## src/rtl/spi_tra_master.sv

```systemverilog
// spi_tra_master: serialises one buffered SPI transaction (spi_id, spi_reg,
// data byte; 24 bits, MSB first) in SPI mode 0 to one of NUM_CS devices.
// Optional build macro SPI_MASTER_RX_EN: when defined, the byte returned on
// miso during the data byte is captured into rx_data; when undefined,
// rx_data is tied to zero and miso is ignored.
module spi_tra_master #(
  parameter int CLK_DIV = 4,
  parameter int NUM_CS  = 8
) (
  input  logic              clk,
  input  logic              rst,
  input  logic              start,
  input  logic [7:0]        spi_id,
  input  logic [7:0]        spi_select,
  input  logic [7:0]        spi_reg,
  input  logic [7:0]        data_tra,
  input  logic              miso,
  output logic              sclk,
  output logic              mosi,
  output logic [NUM_CS-1:0] cs_n,
  output logic              busy,
  output logic              done,
  output logic              sel_err,
  output logic [7:0]        rx_data
);

  // A divider below one would stall the phase counter, so clamp it.
  localparam int DIV = (CLK_DIV < 1) ? 1 : CLK_DIV;
  localparam int CW  = (DIV > 1) ? $clog2(DIV) : 1;
  localparam logic [CW-1:0] CNT_LAST = CW'(DIV - 1);
  localparam logic [4:0]    BIT_LAST = 5'd23;

  typedef enum logic [2:0] {
    ST_IDLE     = 3'd0,
    ST_CS_SETUP = 3'd1,
    ST_SHIFT    = 3'd2,
    ST_CS_HOLD  = 3'd3,
    ST_DONE     = 3'd4
  } state_e;

  state_e            state_q;
  logic [CW-1:0]     cnt_q;
  logic [4:0]        bit_q;
  // Frame shadow; its MSB drives mosi directly, and shifting it empty after
  // the last bit leaves mosi low for the hold phase.
  logic [23:0]       tx_q;
  logic              sclk_q;
  logic [NUM_CS-1:0] cs_n_q;
  logic              busy_q;
  logic              done_q;
  logic              sel_err_q;

  logic              sel_ok;
  logic              cnt_last;
  logic [NUM_CS-1:0] cs_sel_d;

`ifdef SPI_MASTER_RX_EN
  // Only the last eight samples (the data byte) are ever reported, so the
  // capture register keeps just those.
  logic [7:0]        rx_sh_q;
  logic [7:0]        rx_q;
`else
  logic              unused_miso;
  assign unused_miso = miso;
`endif

  assign sel_ok   = ({1'b0, spi_select} < 9'(NUM_CS));
  assign cnt_last = (cnt_q == CNT_LAST);

  // One-hot active-low chip-select pattern for the requested index.
  always_comb begin
    cs_sel_d = '1;
    for (int i = 0; i < NUM_CS; i++) begin
      if (spi_select == 8'(i)) begin
        cs_sel_d[i] = 1'b0;
      end else begin
        cs_sel_d[i] = 1'b1;
      end
    end
  end

  // Transaction FSM: phase timing, serial shifting and registered outputs.
  always_ff @(posedge clk or negedge rst) begin
    if (!rst) begin
      state_q   <= ST_IDLE;
      cnt_q     <= '0;
      bit_q     <= 5'd0;
      tx_q      <= 24'd0;
      sclk_q    <= 1'b0;
      cs_n_q    <= '1;
      busy_q    <= 1'b0;
      done_q    <= 1'b0;
      sel_err_q <= 1'b0;
`ifdef SPI_MASTER_RX_EN
      rx_sh_q   <= 8'd0;
      rx_q      <= 8'd0;
`endif
    end else begin
      case (state_q)
        ST_IDLE: begin
          done_q <= 1'b0;
          if (start) begin
            if (sel_ok) begin
              sel_err_q <= 1'b0;
              busy_q    <= 1'b1;
              cs_n_q    <= cs_sel_d;
              tx_q      <= {spi_id, spi_reg, data_tra};
              cnt_q     <= '0;
              bit_q     <= 5'd0;
              state_q   <= ST_CS_SETUP;
            end else begin
              // Bad index: report and finish without touching the bus.
              sel_err_q <= 1'b1;
              done_q    <= 1'b1;
              state_q   <= ST_DONE;
            end
          end
        end

        ST_CS_SETUP: begin
          if (cnt_last) begin
            cnt_q   <= '0;
            state_q <= ST_SHIFT;
          end else begin
            cnt_q <= cnt_q + CW'(1);
          end
        end

        ST_SHIFT: begin
          if (cnt_last) begin
            cnt_q <= '0;
            if (!sclk_q) begin
              sclk_q <= 1'b1;
`ifdef SPI_MASTER_RX_EN
              rx_sh_q <= {rx_sh_q[6:0], miso};
`endif
            end else begin
              sclk_q <= 1'b0;
              tx_q   <= {tx_q[22:0], 1'b0};
              if (bit_q == BIT_LAST) begin
                bit_q   <= 5'd0;
                state_q <= ST_CS_HOLD;
              end else begin
                bit_q <= bit_q + 5'd1;
              end
            end
          end else begin
            cnt_q <= cnt_q + CW'(1);
          end
        end

        ST_CS_HOLD: begin
          if (cnt_last) begin
            cnt_q   <= '0;
            cs_n_q  <= '1;
            busy_q  <= 1'b0;
            done_q  <= 1'b1;
            state_q <= ST_DONE;
`ifdef SPI_MASTER_RX_EN
            rx_q    <= rx_sh_q;
`endif
          end else begin
            cnt_q <= cnt_q + CW'(1);
          end
        end

        ST_DONE: begin
          done_q  <= 1'b0;
          cnt_q   <= '0;
          state_q <= ST_IDLE;
        end

        default: begin
          state_q <= ST_IDLE;
          cnt_q   <= '0;
          bit_q   <= 5'd0;
          tx_q    <= 24'd0;
          sclk_q  <= 1'b0;
          cs_n_q  <= '1;
          busy_q  <= 1'b0;
          done_q  <= 1'b0;
        end
      endcase
    end
  end

  assign sclk    = sclk_q;
  assign mosi    = tx_q[23];
  assign cs_n    = cs_n_q;
  assign busy    = busy_q;
  assign done    = done_q;
  assign sel_err = sel_err_q;
`ifdef SPI_MASTER_RX_EN
  assign rx_data = rx_q;
`else
  assign rx_data = 8'h00;
`endif

endmodule

```

## config.mk

```make
export PLATFORM = sky130hd
export DESIGN_NAME = spi_tra_master
export DESIGN_NICKNAME = d
export VERILOG_FILES = /design/src/rtl/spi_tra_master.sv
export SDC_FILE = /design/constraint.sdc
export NUM_CORES = 1
export LEC_CHECK = 0
export CORE_MARGIN = 3
export CORE_UTILIZATION = 45
export DETAILED_ROUTE_END_ITERATION = 12
export PLACE_DENSITY = 0.76
export SETUP_SLACK_MARGIN = 0.2
export SKIP_LAST_GASP = 1
export SYNTH_ARGS = -nofsm -noshare
export SYNTH_HDL_FRONTEND = slang
export SYNTH_SLANG_ARGS = --single-unit
```

## constraint.sdc

```tcl
create_clock -name clk -period 2.6 [get_ports clk]
set_input_delay 0.52 -clock clk [delete_from_list [all_inputs] [get_ports clk]]
set_output_delay 0.52 -clock clk [all_outputs]
set_load 0.02 [all_outputs]
```

==> After elaboration in Yosys (flattened, before gate mapping) <==
Cells that the tools add are included.
{ "op_classes": {"n_addsub": 2, "eq_ne": 20, "n_reduce_logical": 14, "n_mux": 46, "n_lt_le_gt_ge": 1, "bitwise_logic": 4} }
{ "op_table": {"columns": ["operator", "n"], "rows": [
  ["two-way mux 24 bit", 4],
  ["one-hot mux 24 bit (3 select lines)", 1],
  ["== test 8 x 3 -> 1 bit, second input constant", 4],
  ["two-way mux 5 bit", 5],
  ["two-way mux 8 bit", 3],
  ["one-hot mux 8 bit (3 select lines)", 1],
  ["two-way mux 3 bit", 7],
  ["== test 8 x 2 -> 1 bit, second input constant", 2],
  ["two-way mux 1 bit", 16],
  ["one-hot mux 5 bit (3 select lines)", 1],
  ["!= test 2 bit, second input constant", 7],
  ["one-hot mux 3 bit (4 select lines)", 1],
  ["OR reduction 3 bit", 3],
  ["== test 8 x 1 -> 1 bit, second input constant", 1],
  ["zero test 8 bit", 1],
  ["less-than comparator 8 x 4 -> 1 bit, second input constant", 1],
  ["AND reduction 2 bit", 4],
  ["== test 3 x 2 -> 1 bit, second input constant", 2],
  ["two-way mux 2 bit", 3],
  ["one-hot mux 1 bit (3 select lines)", 2],
  ["AND reduction 6 bit", 1],
  ["adder 5 x 1 -> 5 bit, second input constant", 1],
  ["== test 5 bit, second input constant", 1],
  ["AND reduction 5 bit", 1],
  ["11 further kinds", 14]
]} }
{ "totals": {"register_bits": 46, "out_inout_bits": 21, "input_bits": 36} }

==> Depth between registers and ports, before layout <==
{ "logic_depth": {"depth_word": 5, "depth_mapped": 8} }

==> Worst setup path after synthesis <==
OpenSTA, ideal clock, no wires.
{ "synth_path": {"path_type": "reg2reg", "from": "register cnt_q[0]", "to": "register cs_n_q[0] (netlist: cs_n[0])", "synth_period_minus_slack_ns": 1.802, "required_ns": 2.518, "arrival_ns": 1.719, "path_stages_with_launch": 8, "slack_ns": 0.798, "cell_sequence": "dfrtp_1 > ha_1 > buf_2 > and2_4 > o21a_1 > a221o_1 > buf_6 > mux2_4"} }
{ "synth_between": {"elab_chain_len": 3} }
{ "synth_rtl": {"columns": ["element", "line_no", "rtl"], "rows": [
  ["start: declaration", "42", "logic [CW-1:0] cnt_q;"],
  ["start signal: assignment", "125", "cnt_q <= cnt_q + CW'(1);"],
  ["start signal: assignment", "148", "cnt_q <= cnt_q + CW'(1);"],
  ["start signal: assignment", "163", "cnt_q <= cnt_q + CW'(1);"],
  ["== test 2 bit", "68", "assign cnt_last = (cnt_q == CNT_LAST);"],
  ["!= test 2 bit (no source line)", null, null],
  ["AND reduction 4 bit (no source line)", null, null],
  ["end signal: assignment", "106", "cs_n_q <= cs_sel_d;"],
  ["end: declaration", "48", "logic [NUM_CS-1:0] cs_n_q;"]
]} }
No other way between the ends.
A chain may end at the register's enable or synchronous reset.

==> Worst setup path after layout <==
{ "layout_path": {"from": "input port spi_select[3]", "to": "register tx_q[12]"} }
{ "layout_between": {"elab_chain_len": 3} }
{ "layout_rtl": {"columns": ["element", "line_no", "rtl"], "rows": [
  ["start: declaration", "14", "input logic [7:0] spi_select,"],
  ["less-than comparator 8 x 4 -> 1 bit", "67", "assign sel_ok = ({1'b0, spi_select} < 9'(NUM_CS));"],
  ["!= test 2 bit (no source line)", null, null],
  ["AND reduction 5 bit (no source line)", null, null],
  ["end signal: assignment", "107", "tx_q <= {spi_id, spi_reg, data_tra};"],
  ["end signal: assignment", "139", "tx_q <= {tx_q[22:0], 1'b0};"],
  ["end: declaration", "46", "logic [23:0] tx_q;"]
]} }
No other way between the ends.

==> impl_metrics.json <==
{
  "drtIter0Drc": 106,
  "timing.rr.end": "cs_n[0]",
  "synth.ff_latch_count": 46,
  "p_per_area_mw_per_mm2": 427,
  "layout-drive-gt1-share": 0.254,
  "setup_viol": 0,
  "ant_nets": 0,
  "stdcell_count": 322,
  "endpoint": "tx_q[12]",
  "hold-worst-slack_ns": 0.200,
  "vdd_drop_max_mv": 0.329,
  "globalplace.congestion": 0.789,
  "drv_slew": 0,
  "hold_viol_final": 0,
  "worstSetupStartpoint": "spi_select[3]",
  "fill_cells": 460,
  "min-delay-path-class": "in -> async",
  "synth_top_area_share": 0.388,
  "ys_warn_count": 0,
  "period_share": 0.780,
  "core_area_sq_mm": 0.00520,
  "rsz0062_at_grt": "no",
  "viasPerCell": 5.35,
  "r2r_cells": 6,
  "die-area_sq_mm": 0.00637,
  "clk_latency_ns": 0.30,
  "routed_wl_um": 4720,
  "clockRootBuffer": "clkbuf_8",
  "cts_tree": "built",
  "cts_hold_buf": 0,
  "postCtsResizedCells": 0,
  "synth.cell_area_sq_mm": 0.00245,
  "r2r_start": "cnt_q[0]",
  "status": "finished, final reports clean",
  "crit_type": "in -> reg",
  "htree_num_levels": 2,
  "yosys_most_used_dff": "dfrtp_1",
  "fin_util": 0.582,
  "diodes": 0,
  "clk_pin_slew_ns": 0.09,
  "dp_cells": 314,
  "tightest_slew_ns": 0.560,
  "final.setup_skew_ns": 0.00464,
  "grt_antenna_before_repair": 0,
  "post_cts_buffers": 0,
  "clock-sinks": 46,
  "grt_use_total": 0.160,
  "synth_area_leaders": "dfrtp_1 (39%), mux2_2 (9.2%), dfstp_2 (8.6%)",
  "grt_pass1_vias": 1683,
  "max_cap_viol_count": 0,
  "num_vias": 1724,
  "area_growth_pct": 23.6,
  "crit_path_max_fanout": 29,
  "clockBufferDepth": 2,
  "yosys.area.top_type": "dfrtp_1",
  "setup_tns_ns": 0,
  "postSynthAreaPerCell_sq_um": 11.9,
  "p_leak_nw": 1.33,
  "startpoint_type": "input port",
  "layout.nets": 289,
  "dr.pass1.iters": 4,
  "numCtsBuffers": 5,
  "fmax_mhz": 493,
  "hpwl_um": 3220,
  "wl_per_cell_um": 14.7,
  "crit_arrival_ns": 2.22,
  "r2r_slack_ns": 0.70,
  "rows": 26,
  "ios": 57,
  "worstSetupEndpointType": "register",
  "grt_max_degree": 30,
  "synthArstFlopShare": 1.00,
  "syn_inst": 206,
  "initial_core_util": 0.471,
  "io_buffers": 47,
  "synth_most_common_cell": "dfrtp_1",
  "fin_area_sq_mm": 0.00303,
  "period_needed_ns": 2.03,
  "fp.dieH_um": 79.8,
  "relSlewSlack": 0.627,
  "place_area_sq_mm": 0.00293,
  "gr-total-overflow": 0,
  "synth-edff-count": 0,
  "grt_pass1_wl_um": 7960,
  "cp.required_ns": 2.79,
  "synth-seq-area-share": 0.473,
  "fp.dieW_um": 79.8,
  "synth_commonest_cells": "dfrtp_1 (38), a22o_1 (23), mux2_2 (20), nand2_1 (16), mux2_4 (13)",
  "ys_types": 46,
  "drc_errors": 0
}
-- registers in the layout, indices dropped and copies added (netlist names) --
register,cells
done,1
tx_q,24
bit_q,5
sel_err,1
state_q,3
cnt_q,2
sclk,1
busy,1
cs_n,8
-- through the flow --
step / worst slack [ns] / power (mW)
6_report: 0.572 / 1.29
5_1_grt: 0.485 / 1.36
4_1_cts: 0.564 / 1.31
3_5_place_dp: 0.260 / 0.818
3_3_place_gp: 0.249 / 0.817
2_1_floorplan: 0.798 / 0.754
-- logic make-up (layout without fill, tap and decap cells) --
group | count (synthesis) | after routing | synth area share
flip-flops | 46 | 46 | 0.473
XOR/XNOR | 1 | 1 | 0.00357
AO/OA/AOI/OAI | 46 | 46 | 0.145
adder cells (fa/ha/maj) | 2 | 2 | 0.0102
AND/OR/NAND/NOR | 51 | 51 | 0.125
buffers and inverters | 25 | 64 | 0.0658
other | 1 | 8 | 0.00153
multiplexers | 34 | 34 | 0.176
-- area by class of cell --
type | instances | area, sq um | area share
clock buffer | 7 | 96.3 | 0.0318
clock inverter | 1 | 8.76 | 0.00289
inverter | 3 | 11.3 | 0.00371
tap | 70 | 87.6 | 0.0289
multi-input combinational | 142 | 1160 | 0.381
sequential | 46 | 1160 | 0.383
timing repair buffer | 53 | 510 | 0.168
-- power by group --
part	switching (mW)	total, mW	leakage, nW	internal [mW]
combinational	0.0388	0.0880	0.708	0.0492
clock	0.247	0.491	0.0544	0.244
sequential	0	0.715	0.570	0.715
total	0.286	1.29	1.33	1.01
-- worst max-delay path, stage by stage --
cell	delay [ns]
clkdlybuf4s50_1	0.45
nor4_4	0.37
and2_4	0.22
a21oi_2	0.05
buf_4	0.26
mux2_4	0.34
-- layer usage --
layer	vias to the layer above	share of wire	GRT usage
li1	824	-	-
met1	838	0.46	0.209
met2	55	0.46	0.255
met3	7	0.066	0.0497
met4	0	0.011	0.0490
met5	-	0	0
-- worst min-delay path by stage --
stage               depth (start not counted)  startpoint       end  slack (ns)
floorplan                                   0         rst  bit_q[0]        0.22
global placement                            1     tx_q[2]   tx_q[2]        0.49
detailed placement                          1    tx_q[15]  tx_q[15]        0.50
CTS                                         1         rst  tx_q[21]        0.23
global route                                1         rst  tx_q[21]        0.24
finish                                      1         rst  tx_q[21]        0.20
-- cells in the final DEF, fill, tap and decap left out, types with 2 or more instances in the layout --
cell,count
conb_1,8
and3_1,2
dfrtp_1,38
nor2b_1,4
clkbuf_8,7
a31oi_1,2
a21o_1,3
clkdlybuf4s50_1,46
nand2_1,16
nand2b_1,2
a22o_1,23
nand3b_1,2
mux2_4,13
nor2_1,6
nand3_1,6
ha_1,2
inv_1,2
nor4b_1,2
o22ai_1,2
a21oi_1,3
mux2_2,20
and2_4,2
dfstp_2,8
o21ai_0,5
buf_4,6
No activity file was read; power rests on OpenSTA's default activity.
